## config.mk

```make
export PLATFORM = sky130hd
export DESIGN_NAME = uart_reg_responder_flat
export DESIGN_NICKNAME = d
export VERILOG_FILES = /design/src/rtl/uart_reg_responder_if.sv /design/src/rtl/uart_reg_responder.sv /design/src/flat_wrapper.sv
export SDC_FILE = /design/constraint.sdc
export NUM_CORES = 1
export LEC_CHECK = 0
export BUFFER_PORTS_ARGS = -buffer_cell sky130_fd_sc_hd__buf_2
export CAP_MARGIN = 20
export CORE_AREA = 2 2 146 148
export CTS_CLUSTER_DIAMETER = 200
export DETAILED_ROUTE_END_ITERATION = 6
export DIE_AREA = 0 0 148 150
export PLACE_DENSITY = 0.57
export SYNTH_ARGS = -nofsm -noshare
export SYNTH_HDL_FRONTEND = slang
export SYNTH_SLANG_ARGS = --single-unit
```

## constraint.sdc

```tcl
create_clock -name clk -period 2.5 [get_ports clk]
set_input_delay 0.5 -clock clk [delete_from_list [all_inputs] [get_ports clk]]
set_output_delay 0.5 -clock clk [all_outputs]
set_load 0.02 [all_outputs]
```

## src/rtl/uart_reg_responder_if.sv

```systemverilog
`default_nettype none
// +----------------------------------------------------------------------+
// | uart_reg_responder_if : rx byte stream in, tx response byte out       |
// | Rev 1.0                                                               |
// +----------------------------------------------------------------------+
interface uart_reg_responder_if;
  logic [7:0] i_rx_data;
  logic       i_rx_dv;
  logic [7:0] o_tx_data;
  logic       o_tx_dv;
  logic       i_tx_busy;

  // Host/UART side: supplies received bytes and tx busy, consumes responses.
  modport master (
    output i_rx_data, i_rx_dv, i_tx_busy,
    input  o_tx_data, o_tx_dv
  );

  modport slave (
    input  i_rx_data, i_rx_dv, i_tx_busy,
    output o_tx_data, o_tx_dv
  );
endinterface
`default_nettype wire

```

## src/rtl/uart_reg_responder.sv

```systemverilog
`default_nettype none
// +----------------------------------------------------------------------+
// | uart_reg_responder : 'W'/'R' byte-command register bank responder     |
// | Rev 1.0                                                               |
// +----------------------------------------------------------------------+
module uart_reg_responder #(
  parameter int NREGS   = 16,
  parameter int TIMEOUT = 100000
) (
  input  wire logic                 clk,
  input  wire logic                 i_reset,
  uart_reg_responder_if.slave       bus,
  output logic [NREGS*8-1:0]        o_regs,
  output logic                      o_overrun
);

  localparam int TW = $clog2(TIMEOUT + 1);

  localparam logic [7:0] c_op_w   = 8'h57;
  localparam logic [7:0] c_op_r   = 8'h52;
  localparam logic [7:0] c_rsp_ok = 8'h4B;
  localparam logic [7:0] c_rsp_q  = 8'h3F;
  localparam logic [7:0] c_rsp_e  = 8'h45;

  typedef enum logic [1:0] {
    S_IDLE = 2'd0,
    S_ADDR = 2'd1,
    S_DATA = 2'd2,
    S_RESP = 2'd3
  } state_t;

  state_t          state_q, state_d;
  logic            is_wr_q, is_wr_d;
  logic [7:0]      addr_q, addr_d;
  logic [7:0]      resp_q, resp_d;
  logic            tx_dv_q, tx_dv_d;
  logic            overrun_q, overrun_d;
  logic [TW-1:0]   tmo_q, tmo_d;
  logic [7:0]      regs_q [NREGS];
  logic [7:0]      regs_d [NREGS];

  logic [7:0]      w_rd_data;
  logic            w_rx_in_range;
  logic            w_addr_in_range;

  // Address is compared as a full 8-bit value so 0x10..0xFF never alias.
  assign w_rx_in_range   = ({1'b0, bus.i_rx_data} < 9'(NREGS));
  assign w_addr_in_range = ({1'b0, addr_q} < 9'(NREGS));

  always_comb begin
    w_rd_data = 8'h00;
    for (int k = 0; k < NREGS; k++) begin
      if (bus.i_rx_data == 8'(k)) w_rd_data = regs_q[k];
    end
  end

  always_comb begin
    state_d   = state_q;
    is_wr_d   = is_wr_q;
    addr_d    = addr_q;
    resp_d    = resp_q;
    tx_dv_d   = 1'b0;
    overrun_d = 1'b0;
    tmo_d     = '0;
    regs_d    = regs_q;

    // Partial-command timeout; an arriving byte in the same cycle wins.
    if ((state_q == S_ADDR || state_q == S_DATA) && !bus.i_rx_dv) begin
      if (tmo_q == TW'(TIMEOUT - 1)) begin
        state_d = S_IDLE;
      end else if (tmo_q != TW'(TIMEOUT)) begin
        tmo_d = tmo_q + TW'(1);
      end else begin
        tmo_d = tmo_q;
      end
    end

    case (state_q)
      S_IDLE: begin
        if (bus.i_rx_dv) begin
          if (bus.i_rx_data == c_op_w || bus.i_rx_data == c_op_r) begin
            is_wr_d = (bus.i_rx_data == c_op_w);
            state_d = S_ADDR;
          end else begin
            resp_d  = c_rsp_q;
            state_d = S_RESP;
          end
        end
      end
      S_ADDR: begin
        if (bus.i_rx_dv) begin
          addr_d = bus.i_rx_data;
          if (is_wr_q) begin
            state_d = S_DATA;
          end else begin
            resp_d  = w_rx_in_range ? w_rd_data : c_rsp_e;
            state_d = S_RESP;
          end
        end
      end
      S_DATA: begin
        if (bus.i_rx_dv) begin
          if (w_addr_in_range) begin
            for (int k = 0; k < NREGS; k++) begin
              if (addr_q == 8'(k)) regs_d[k] = bus.i_rx_data;
            end
            resp_d = c_rsp_ok;
          end else begin
            resp_d = c_rsp_e;
          end
          state_d = S_RESP;
        end
      end
      S_RESP: begin
        overrun_d = bus.i_rx_dv;
        if (!bus.i_tx_busy) begin
          tx_dv_d = 1'b1;
          state_d = S_IDLE;
        end
      end
      default: state_d = S_IDLE;
    endcase
  end

  always_ff @(posedge clk) begin
    if (i_reset) begin
      state_q   <= S_IDLE;
      is_wr_q   <= 1'b0;
      addr_q    <= 8'h00;
      resp_q    <= 8'h00;
      tx_dv_q   <= 1'b0;
      overrun_q <= 1'b0;
      tmo_q     <= '0;
      regs_q    <= '{default: 8'h00};
    end else begin
      state_q   <= state_d;
      is_wr_q   <= is_wr_d;
      addr_q    <= addr_d;
      resp_q    <= resp_d;
      tx_dv_q   <= tx_dv_d;
      overrun_q <= overrun_d;
      tmo_q     <= tmo_d;
      regs_q    <= regs_d;
    end
  end

  assign bus.o_tx_data = resp_q;
  assign bus.o_tx_dv   = tx_dv_q;
  assign o_overrun     = overrun_q;

  for (genvar k = 0; k < NREGS; k++) begin : g_regs
    assign o_regs[8*k +: 8] = regs_q[k];
  end

endmodule
`default_nettype wire

```

## src/flat_wrapper.sv

```systemverilog
// flat-port wrapper written by rule: the top's interface ports become plain ports
module uart_reg_responder_flat 
#(
  parameter int NREGS   = 16,
  parameter int TIMEOUT = 100000
)
  (clk, i_reset, o_regs, o_overrun, bus_i_rx_data, bus_i_rx_dv, bus_i_tx_busy, bus_o_tx_data, bus_o_tx_dv);
  uart_reg_responder_if bus_i ();
  input  wire logic clk;
  input  wire logic i_reset;
  output logic [NREGS*8-1:0] o_regs;
  output logic o_overrun;
  input wire logic [$bits(bus_i.i_rx_data)-1:0] bus_i_rx_data;
  input wire logic [$bits(bus_i.i_rx_dv)-1:0] bus_i_rx_dv;
  input wire logic [$bits(bus_i.i_tx_busy)-1:0] bus_i_tx_busy;
  output wire logic [$bits(bus_i.o_tx_data)-1:0] bus_o_tx_data;
  output wire logic [$bits(bus_i.o_tx_dv)-1:0] bus_o_tx_dv;
  assign bus_i.i_rx_data = bus_i_rx_data;
  assign bus_i.i_rx_dv = bus_i_rx_dv;
  assign bus_i.i_tx_busy = bus_i_tx_busy;
  assign bus_o_tx_data = bus_i.o_tx_data;
  assign bus_o_tx_dv = bus_i.o_tx_dv;
  uart_reg_responder #(.NREGS(NREGS), .TIMEOUT(TIMEOUT)) u_core (.clk(clk), .i_reset(i_reset), .bus(bus_i), .o_regs(o_regs), .o_overrun(o_overrun));
endmodule
```

After elaboration in Yosys (flattened, before gate mapping)
Index checks and enable logic that the tools add are counted.
Storage, ports and cells
  bits in registers: 166
  input bits: 12
  output and inout port bits: 138
  memory bits (read-only): 0
  RAM bits: 0
  bits in latches: 0
  memories kept: 0
Cells by class
  $add $sub $neg: 1
  divide/modulo/power cells: 0
  muxes and demuxes: 34
  equal/unequal tests: 42
  reductions and logical operators: 29
  multipliers: 0
  shift operators: 0
  bitwise operators: 2
  $lt $le $gt $ge: 2
Operator list (number)
  two-way mux 8 bit: 22
  == test 8 x 4 -> 1 bit (second input constant): 16
  == test 8 x 3 -> 1 bit (second input constant): 8
  AND reduction 4 bit: 16
  == test 8 x 2 -> 1 bit (second input constant): 4
  case mux 8 bit (3 select lines): 1
  adder 17 x 1 -> 17 bit (second input constant): 1
  == test 17 bit (second input constant): 1
  inequality test 17 bit (second input constant): 1
  == test 8 x 1 -> 1 bit (second input constant): 2
  == test 8 x 7 -> 1 bit (second input constant): 2
  zero test 8 bit: 2
  < comparator 8 x 5 -> 1 bit (second input constant): 2
  two-way mux 2 bit: 7
  inequality test 2 bit (second input constant): 5
  case mux 2 bit (4 select lines): 1
  AND reduction 6 bit: 1
  == test 2 bit (second input constant): 2
  two-way mux 4 bit: 1
  AND reduction 3 bit: 1
  nonzero test 3 bit: 1
  OR reduction 3 bit: 1
  == test 2 x 1 -> 1 bit (second input constant): 1
  zero test 2 bit: 1
  7 further kinds: 10

Logic depth before layout (Yosys ltp)
  word-level depth: 21
  mapped depth: 9
  depth with buffers taken out: 7

Least setup slack after synthesis
Ideal clock, no wire load.
  kind: reg-to-reg
  from: register u_core.state_q[0]
  to: register u_core.resp_q[0] (netlist: u_core.bus.o_tx_data[0])
  setup slack: 0.217 ns
  library setup time: 0.103 ns
  arrival time: 2.179 ns
  buffers on the path: 2
  required time: 2.397 ns
  cell stages (with the launch flop): 10
  cell sequence: dfxtp_1 > inv_1 > ha_1 > clkbuf_1 > or3_1 > and3_1 > clkbuf_1 > and3_1 > o311a_1 > a2111oi_2
On the way
  longest elaborated chain between the ends: 3
RTL lines
  start, declared: RTL line uart_reg_responder.sv:32  | state_t state_q, state_d;
  start signal, assigned: RTL line uart_reg_responder.sv:136  | state_q <= state_d;
  == test 2 x 1 -> 1 bit, or another cell as far along: RTL line uart_reg_responder.sv:78  | case (state_q)
  inequality test 2 bit (no source line) / nonzero test 3 bit (equally long branches)
  AND reduction 6 bit (no source line)
  end signal, assigned: RTL line uart_reg_responder.sv:139  | resp_q <= resp_d;
  end, declared: RTL line uart_reg_responder.sv:35  | logic [7:0] resp_q, resp_d;
Several ways; a longest one is shown, not always the timed one.
A chain may end at the register's enable or synchronous reset.

Worst setup path in the final report
  from: register u_core.state_q[0]
  to: register u_core.regs_q, in the netlist u_core.o_regs[16]
On the way
  longest elaborated chain between the ends: 2
RTL lines
  == test 2 bit: RTL line uart_reg_responder.sv:78
  AND reduction 4 bit (no source line)
  end signal, assigned: RTL line uart_reg_responder.sv:143  | regs_q <= regs_d;
  end, declared: RTL line uart_reg_responder.sv:39  | logic [7:0] regs_q [NREGS];
No other way between the ends.

==> flow_summary.toml <==
[outcome]
outcome = "complete, no violations"

[power]
vdd_drop_max_mv = 0.412
p_comb_frac = 0.107
power_per_cell_area_nw_per_um2 = 598
power_switching_uw = 1580
p_seq_frac = 0.455
p_int_uw = 4420
swShare = 0.263
p_leak_uw = 0.00418
power_frac_clock = 0.439

[detailed_routing]
wl_met1_mm = 12.6
drtIter0Drc = 632
viasPerCell = 5.50
wire_per_inst_um = 20.7
wl_mm = 27.4
vias = 7257
met2_length_mm = 12.5
drcViolationCount = 0
drtAntennaViolNets = 0
topRoutingLayerUsed = "met4"
dr_wl_met3_mm = 1.53
first_pass_iters = 7

[layout]
nets = 1052
n_antenna_cell = 0
fin_util = 0.485
stdcell_count = 1320
drive_gt1_frac = 0.262
fillers = 2027
syn_to_final_growth_pct = 23.5

[clock_network]
cts.hold.buffers_added = 0
clk_latency_ns = 0.43
htree_levels = 4
clock-sinks = 166
cts_resized = 0
cts_root_buffer = "clkbuf_16"
clkTransAtPathRegs_ns = 0.07
numCtsBuffers = 17
cts_setup_buffers = 0
clockBufferDepth = 2
cts_tree = "done"

[sta]
tightest_slew_ns = 0.636
rsz0062_at_grt = "no"
fin_worst_skew_ns = 0.0102
hold_viol = 0
setup_tns_ns = 0
fmax_ghz = 0.428
slew_viol_final = 0
period_minus_slack_ns = 2.33
setup_violations = 0
maxSlewHeadroom = 0.576
min_period_over_period = 0.933

[die]
pin_count = 150
dieWidth_um = 148
start_util = 0.393
fp.dieH_um = 150
dieArea_um2 = 22200
core.rowCount = 53
core_area_um2 = 20700

[setup_path]
crit_required_ns = 2.79
max_stage_delay_ns = 0.73
critPathSlowestCell = "or4_1"
critPathKind = "reg2reg"
timing.rr.start = "u_core.state_q[0]$_SDFF_PP0_"
r2r-end = "u_core.o_regs[16]$_SDFFE_PP0P_"
start_kind = "register"
r2r_slack_ns = 0.17
crit_chain = "inv_1 -> ha_1 -> nand4b_4 -> or4_1 -> mux2i_1 -> nor2_1"
reg2regPathDepth = 6
critPathMaxFanout = 8
worstPathArrival_ns = 2.62
cp-end-kind = "register"

[synthesis]
yosysTopAreaCell = "dfxtp_1"
synth_edf_count = 0
syn_area_um2 = 8130
syn_nets = 892
synth_top_area_frac = 0.409
synth_area_leaders = "dfxtp_1 (41%), mux2i_1 (18%), nor2_1 (7.9%), mux4_2 (2.5%), clkbuf_1 (2.1%)"
synth-warning-count = 0
synth-seq-cells = 166
synth.distinct_cells = 71
async_flop_share = 0
synth-seq-area-share = 0.409
synth-main-ff-cell = "dfxtp_1"
synthCells = 874
postSynthAreaPerCell_um2 = 9.30

[placed_design]
portBuffers = 149
place_inst = 1290
globalplace.congestion = 0.950
place_hpwl_mm = 19.8

[global_routing]
grt_pass1_wl_mm = 41.7
grt_pass1_vias = 6935
grt_max_degree = 63
grt_usage = 0.246
grt_overflow = 0
antenna_found_initial = 0

[worst_hold_path]
min_from = "bus_i_tx_busy"
hold_class = "in2reg"
min_path_cells = 2
hold_end = "u_core.bus.o_tx_dv$_SDFF_PP0_"

[run]
cap_viol_max_count = 0
final cells by class:
cell class / count / area (um2) / share of cell area
Inverter: 17 / 63.8 / 0.00636
Sequential cell: 166 / 3320 / 0.331
Clock inverter: 10 / 123 / 0.0122
Timing Repair Buffer: 209 / 1260 / 0.126
Clock buffer: 20 / 457 / 0.0455
Multi-Input combinational cell: 623 / 4470 / 0.445
Tap cell: 275 / 344 / 0.0343
per-layer routing:
| layer | global-route usage | vias up |
|---|---|---|
| met5 | 0 | - |
| met4 | 0.0914 | 0 |
| met3 | 0.0512 | 46 |
| met2 | 0.378 | 249 |
| met1 | 0.341 | 3512 |
| li1 | - | 3450 |
how the worst max path moves through the flow:
stage | slack (ns) | depth (start not counted) | endpoint | from
after floorplan | 0.22 | 9 | u_core.bus.o_tx_data[0]$_SDFFE_PP0P_ | u_core.state_q[0]$_SDFF_PP0_
after global placement | -0.04 | 7 | u_core.bus.o_tx_data[1]$_SDFFE_PP0P_ | bus_i_rx_data[1]
after global routing | 0.05 | 7 | u_core.o_regs[73]$_SDFFE_PP0P_ | u_core.state_q[0]$_SDFF_PP0_
after detailed placement | 0.01 | 7 | u_core.bus.o_tx_data[1]$_SDFFE_PP0P_ | bus_i_rx_data[1]
after CTS | 0.16 | 6 | u_core.o_regs[16]$_SDFFE_PP0P_ | u_core.state_q[0]$_SDFF_PP0_
final | 0.17 | 6 | u_core.o_regs[16]$_SDFFE_PP0P_ | u_core.state_q[0]$_SDFF_PP0_
layout by cell type (no fill, tap or decap), types with 4 or more instances in the layout:
cell type  count
nand2b_1       8
dfxtp_1      166
o32ai_1        4
or4_1          4
nor4_1         6
clkbuf_16     17
nand2_1       36
nor2_1       170
xor2_1         7
ha_1           6
o211ai_1       4
buf_12         5
nor3_4        10
and3_1         8
xnor2_1        8
or3_1          6
o21ai_0       11
nor4_4         4
a21oi_1       31
a211oi_1       4
mux4_2         9
nand4_1       17
inv_1         15
nor2b_1        4
nor3_1        15
buf_4         56
buf_2        148
o2bb2ai_1      4
nand3_1       28
mux2i_1      150
sequential cells by signal, indices dropped and copies added, names as in the netlist:
signal,flops
u_core.tmo_q,17
u_core.addr_q,8
u_core.state_q,2
u_core.o_overrun,1
u_core.o_regs,128
u_core.bus.o_tx_data,8
u_core.is_wr_q,1
u_core.bus.o_tx_dv,1
stage by stage:
step | total power, uW | hold WS (ns) | instance area, um2 | worst slack (ns)
after global placement | 3420 | 0.479 | 9460 | -0.0412
after global routing | 6210 | 0.291 | 10000 | 0.0460
after CTS | 6040 | 0.277 | 10000 | 0.158
after floorplan | 3190 | 0.468 | 8130 | 0.217
final | 6000 | 0.286 | 10000 | 0.166
after detailed placement | 3420 | 0.487 | 9460 | 0.0142
worst max-delay path: cells and delay by family (launching register included):
kind                       cells  cell delay (ns)
buffers and inverters          1             0.09
and+or+nand+nor                3             1.09
muxes                          1             0.27
adders and majority gates      1             0.40
DFF                            1             0.34
synthesized netlist by cell type, types with 6 or more instances:
cell type / count
a21oi_1: 31
nand2b_1: 8
ha_1: 6
clkbuf_1: 46
mux4_2: 9
buf_1: 9
and3_1: 8
nor2_1: 170
nor3_4: 10
or3_1: 6
nor4_1: 6
o21ai_0: 11
nand2_1: 36
nand3_1: 28
mux2i_1: 150
nand4_1: 17
dfxtp_1: 166
xor2_1: 7
nor3_1: 15
inv_1: 15
buf_2: 12
xnor2_1: 8
cell families after synthesis:
family,count (synthesis),share of synthesized area
AO/OA/AOI/OAI,101,0.0881
XOR/XNOR,15,0.0162
adder cells (fa/ha/maj),6,0.00924
buffers and inverters,85,0.0416
flip-flops,166,0.409
multiplexers,162,0.214
AND/OR/NAND/NOR,339,0.222
power groups by stage:
| stage | registers, uW | logic [uW] | clock network (uW) |
|---|---|---|---|
| final | 2730 | 640 | 2640 |
| after CTS | 2730 | 636 | 2680 |
| after detailed placement | 2790 | 635 | 0 |
| after global placement | 2790 | 636 | 0 |
| after global routing | 2730 | 687 | 2800 |
| after floorplan | 2800 | 387 | 0 |
Power figures use the tool's default switching activity.
